**src/rtl/square_pkg.sv**
```systemverilog
// Shared constants and state type for the sequential squarer.
// The sqrt block and the system bench import SQ_W so both widths stay matched.
package square_pkg;

  localparam int SQ_W = 16;

  typedef enum logic [1:0] {
    IDLE = 2'd0,
    RUN  = 2'd1,
    DONE = 2'd2
  } state_t;

  // Iteration counter width; never narrower than one bit.
  function automatic int cnt_width(input int w);
    return (w > 1) ? $clog2(w) : 1;
  endfunction

  localparam int SQ_CNT_W = cnt_width(SQ_W);

endpackage

```
**src/rtl/square_dp.sv**
```systemverilog
// Shift-add datapath: accumulator, left-shifting multiplicand, right-shifting multiplier.
// `sum` is the accumulator plus the current partial product.
module square_dp
  import square_pkg::*;
#(
  parameter int W = SQ_W
) (
  input  logic           clk,
  input  logic           rst,
  input  logic           load,
  input  logic           step,
  input  logic [W-1:0]   operand,
  output logic [2*W-1:0] sum
);

  logic [2*W-1:0] acc_q, acc_d;
  logic [2*W-1:0] mcand_q, mcand_d;
  logic [W-1:0]   mult_q, mult_d;
  logic [2*W-1:0] addend;

  always_comb begin
    addend  = mult_q[0] ? mcand_q : '0;
    sum     = acc_q + addend;
    acc_d   = acc_q;
    mcand_d = mcand_q;
    mult_d  = mult_q;
    if (load) begin
      acc_d   = '0;
      mcand_d = {{W{1'b0}}, operand};
      mult_d  = operand;
    end else if (step) begin
      acc_d   = sum;
      mcand_d = mcand_q << 1;
      mult_d  = mult_q >> 1;
    end
  end

  always_ff @(posedge clk or negedge rst) begin
    if (!rst) begin
      acc_q   <= '0;
      mcand_q <= '0;
      mult_q  <= '0;
    end else begin
      acc_q   <= acc_d;
      mcand_q <= mcand_d;
      mult_q  <= mult_d;
    end
  end

endmodule

```
**src/rtl/square_seq.sv**
```systemverilog
// Sequential squarer: W shift-add iterations after acceptance, then a one-cycle ready pulse.
// Oflag marks squares that do not fit a positive signed 2W-bit value.
module square_seq
  import square_pkg::*;
#(
  parameter int W = SQ_W
) (
  input  logic           clk,
  input  logic           rst,
  input  logic           start,
  input  logic [W-1:0]   operand,
  output logic           ready,
  output logic           busy,
  output logic [2*W-1:0] result,
  output logic           Oflag
);

  localparam int CNT_W = cnt_width(W);

  state_t         state_q, state_d;
  logic [CNT_W-1:0] cnt_q, cnt_d;
  logic [2*W-1:0] result_q, result_d;
  logic           oflag_q, oflag_d;
  logic           ready_q, ready_d;
  logic           load, step;
  logic [2*W-1:0] sum;

  square_dp #(.W(W)) u_dp (
    .clk     (clk),
    .rst     (rst),
    .load    (load),
    .step    (step),
    .operand (operand),
    .sum     (sum)
  );

  always_comb begin
    state_d  = state_q;
    cnt_d    = cnt_q;
    result_d = result_q;
    oflag_d  = oflag_q;
    ready_d  = 1'b0;
    load     = 1'b0;
    step     = 1'b0;
    case (state_q)
      IDLE: begin
        if (start) begin
          load    = 1'b1;
          cnt_d   = '0;
          state_d = RUN;
        end
      end
      RUN: begin
        step  = 1'b1;
        cnt_d = cnt_q + CNT_W'(1);
        // The last iteration captures acc plus its final partial product directly.
        if (cnt_q == CNT_W'(W - 1)) begin
          result_d = sum;
          oflag_d  = sum[2*W-1];
          ready_d  = 1'b1;
          cnt_d    = '0;
          state_d  = DONE;
        end
      end
      DONE:    state_d = IDLE;
      default: state_d = IDLE;
    endcase
  end

  always_ff @(posedge clk or negedge rst) begin
    if (!rst) begin
      state_q  <= IDLE;
      cnt_q    <= '0;
      result_q <= '0;
      oflag_q  <= 1'b0;
      ready_q  <= 1'b0;
    end else begin
      state_q  <= state_d;
      cnt_q    <= cnt_d;
      result_q <= result_d;
      oflag_q  <= oflag_d;
      ready_q  <= ready_d;
    end
  end

  assign ready  = ready_q;
  assign busy   = (state_q != IDLE);
  assign result = result_q;
  assign Oflag  = oflag_q;

endmodule

```
**config.mk**
```make
export PLATFORM = sky130hd
export DESIGN_NAME = square_seq
export DESIGN_NICKNAME = d
export VERILOG_FILES = /design/src/rtl/square_pkg.sv /design/src/rtl/square_dp.sv /design/src/rtl/square_seq.sv
export SDC_FILE = /design/constraint.sdc
export NUM_CORES = 1
export LEC_CHECK = 0
export CAP_MARGIN = 20
export CORE_ASPECT_RATIO = 0.6
export CORE_MARGIN = 1.5
export CORE_UTILIZATION = 53
export CTS_CLUSTER_SIZE = 40
export DETAILED_ROUTE_END_ITERATION = 8
export GPL_TIMING_DRIVEN = 0
export PLACE_DENSITY = 0.77
export SYNTH_ARGS = -nofsm -noshare
export SYNTH_HDL_FRONTEND = slang
export SYNTH_SLANG_ARGS = --single-unit
```
**constraint.sdc**
```tcl
create_clock -name clk -period 2.77 [get_ports clk]
set_input_delay 0.831 -clock clk [delete_from_list [all_inputs] [get_ports clk]]
set_output_delay 0.831 -clock clk [all_outputs]
set_load 0.01 [all_outputs]
```
==> out/summary.txt <==
Drt first pass iters -> 6
Layout Skew -> 0.0111 ns
CTS tree -> built
Syn Area/Cell -> 8.79 um^2
DRC -> 0
Maximum level of the CTS H-tree -> 4
Worst setup path class -> reg2reg
WP data required -> 3.08 ns
CTS sink cnt -> 119
HP Class -> in2async
IO Port Bufs -> 53
Post-route cell area -> 9160 um^2
Clock period minus worst slack -> 3.05 ns
Share of cells above drive strength 1 -> 0.210
Post-Syn Area -> 6710 um^2
Max Cap Viol -> 0
Drt total wl -> 22900 um
Die Area -> 13400 um^2
Placer Congestion -> 0.959
Final Cycle Share -> 1.10
Synth cell types -> 70
Nets -> 919
Fin. Hold Viols -> 0
Detail Placement HPWL -> 15400 um
Boundary pin count -> 54
Synth Flop Type -> dfrtp_1
Worst-path fanout max -> 8
Leading area contributor after synthesis -> dfrtp_1
Global-route usage over all layers -> 0.336
Status -> finished with violations
Failing checks -> setup timing
Vias in the first global route -> 6139
Ranking of synthesized cells by area -> dfrtp_1 (44%), nand2_1 (9.6%), ha_1 (6.0%)
Chip Width -> 148 um
Die height -> 90.2 um
Placed cell count -> 982
Diode count -> 0
Synth-to-Final Area Change -> 36.5%
Initial antenna violation count -> 0
Setup-failing EPs final -> 33
Syn Nets -> 815
Synth Register Bits -> 119
Largest net degree at the start of global routing -> 71
Crit path arrival time -> 3.36 ns
Fraction of registers with async set or reset after synthesis -> 1.00
CTS clk-pin slew, worst paths -> 0.06 ns
CTS buffer count -> 17
Initial Util -> 0.549
Worst Setup Start Kind -> register
Pwr per Cell Area -> 1460 nW/um^2
First DRT Iteration DRCs -> 773
Placed Area -> 7480 um^2
Seq/Total Area, Yosys -> 0.444
# rows -> 31
Vias after detailed routing -> 6561
Overall Power -> 13400 uW
Worst Tran Pin Value -> 0.832 ns
RSZ-0062 raised after global routing -> yes
Core region area -> 12200 um^2
Worst slew margin -> 0.445
Max Transition Viols Final -> 0
Synth Warn # -> 0
Worst Setup Slack, final -> -0.281 ns
Layout Cells excl Fill -> 1045
WL/cell -> 21.9 um
Clock buffer depth -> 2
Peak VDD IR -> 0.659 mV
Synth Instances -> 763
Leakage -> 0.00390 uW
Final ANT Viol Nets -> 0
First-pass GRT wire length -> 33700 um
Post-synth EDFFs -> 0
Worst skew pair latency -> 0.43 ns
Grt ovf -> 0
CP Capture Type -> register
Top cell type's share of synthesized area -> 0.444
Post-layout util -> 0.750
CTS root buf -> clkbuf_16
Via density -> 6.28
FMAX -> 328 MHz
==> worst max-delay path, stage by stage, from the launching register on <==
cell and delay, ns:
dfrtp_2 0.48, buf_8 0.16, and2_4 0.14, ha_4 0.16, fa_2 0.39, a21o_1 0.22
a221oi_4 0.37, or4_4 0.22, nand3_4 0.07, a41o_1 0.28, xnor2_4 0.17, mux2_4 0.27
==> layer usage <==
| metal | vias up | GRT usage | part of all wire |
|---|---|---|---|
| met5 | - | 0 | 0 |
| met4 | 0 | 0.0875 | 0.021 |
| met3 | 47 | 0.115 | 0.12 |
| met2 | 413 | 0.456 | 0.42 |
| met1 | 3205 | 0.507 | 0.44 |
| li1 | 2896 | - | - |
==> placed cells by master, fill, tap and decap left out, types with 5 or more instances in the layout <==
master and instances:
o21ai_1 22, nor3_1 5, bufinv_16 5, xor2_1 6
a31oi_1 28, dfrtp_1 118, clkbuf_16 17, o21ai_0 50
ha_4 18, clkbuf_1 30, nor2_1 38, nand2_1 165
clkdlybuf4s50_1 52, and2_4 9, a21o_1 11, and2_1 26
buf_4 32, nand3_1 23, xnor2_1 8, a21oi_1 23
inv_1 11, xor2_2 6, ha_1 12, a22o_1 9
nand4_1 9, buf_1 6, buf_6 6
==> metrics by stage <==
| stage | worst slack [ns] | hold WS (ns) | setup TNS [ns] |
|---|---|---|---|
| final | -0.281 | 0.336 | -4.97 |
| after CTS | -0.217 | 0.356 | -3.17 |
| after global placement | -3.58 | 0.461 | -434.08 |
| after detailed placement | -0.477 | 0.464 | -10.11 |
| after global routing | -0.356 | 0.369 | -7.85 |
| after floorplan | 0.0120 | 0.451 | 0 |
==> synthesized netlist by cell type, types with 5 or more instances <==
| cell | instances |
|---|---|
| nor2_1 | 40 |
| buf_1 | 6 |
| mux2_2 | 5 |
| o31ai_1 | 5 |
| a211oi_1 | 7 |
| nor3_1 | 5 |
| o21ai_1 | 7 |
| ha_1 | 32 |
| a21oi_1 | 30 |
| a22o_1 | 9 |
| xor2_1 | 12 |
| a31oi_1 | 29 |
| inv_1 | 11 |
| nand3_1 | 27 |
| buf_2 | 7 |
| o21ai_0 | 72 |
| nand2_1 | 171 |
| nand4_1 | 9 |
| a21o_1 | 11 |
| xnor2_1 | 12 |
| and2_1 | 36 |
| dfrtp_1 | 119 |
| clkbuf_1 | 34 |
==> registers in the layout, summed over array words and instances (netlist names) <==
signal / flops
ready: 1
u_dp.mult_q: 16
result: 31
Oflag: 1
u_dp.mcand_q: 32
state_q: 2
u_dp.acc_q: 32
cnt_q: 4
==> final timing paths <==
path / from / end / slack, ns / depth (start not counted)
worst min-delay path: rst / result[28]$_DFFE_PN0P_ / 0.34 / 1
worst max-delay path: u_dp.mult_q[0]$_DFFE_PN0P_ / result[20]$_DFFE_PN0P_ / -0.28 / 11
worst max register to register: u_dp.mult_q[0]$_DFFE_PN0P_ / result[20]$_DFFE_PN0P_ / -0.28 / 11
worst min register to register: result[9]$_DFFE_PN0P_ / result[9]$_DFFE_PN0P_ / 0.47 / 2
min in group clk: result[9]$_DFFE_PN0P_ / result[9]$_DFFE_PN0P_ / 0.47 / 2
max in group asynchronous: rst / u_dp.mult_q[0]$_DFFE_PN0P_ / 1.70 / 2
==> report_power, final <==
part | internal, uW | switching (uW) | total, uW
Clock | 1610 | 883 | 2490
Sequential | 2560 | 651 | 3210
Combinational | 3360 | 4350 | 7710
==> cells by family (layout without fill, tap and decap cells) <==
group | after synthesis | count (layout) | synth area share
buffers and inverters | 60 | 177 | 0.0354
adders and majority gates | 33 | 33 | 0.0627
DFF | 119 | 119 | 0.444
xor gates and xnor gates | 25 | 25 | 0.0347
AOI/OAI and AO/OA | 205 | 205 | 0.200
and+or+nand+nor | 314 | 314 | 0.213
muxes | 7 | 7 | 0.0114
==> area by class of cell <==
class	instances	area (um^2)
fill	866	3060
buffer	46	231
inverter	12	45.0
sequential	119	2980
clock buffer	18	429
timing repair buffer	87	818
tap	165	206
clock inverter	14	221
multi-input combinational	584	4230
==> repair_timing <==
item | 4_1_cts | 5_1_grt
pin swaps | 24 | 48
gates cloned | 1 | 2
hold buffers | 0 | 0
setup endpoints to repair | 41 | 42
resized for setup | 80 | 88
setup buffers | 12 | 20
Note: power is estimated with default switching activity, not from simulation.
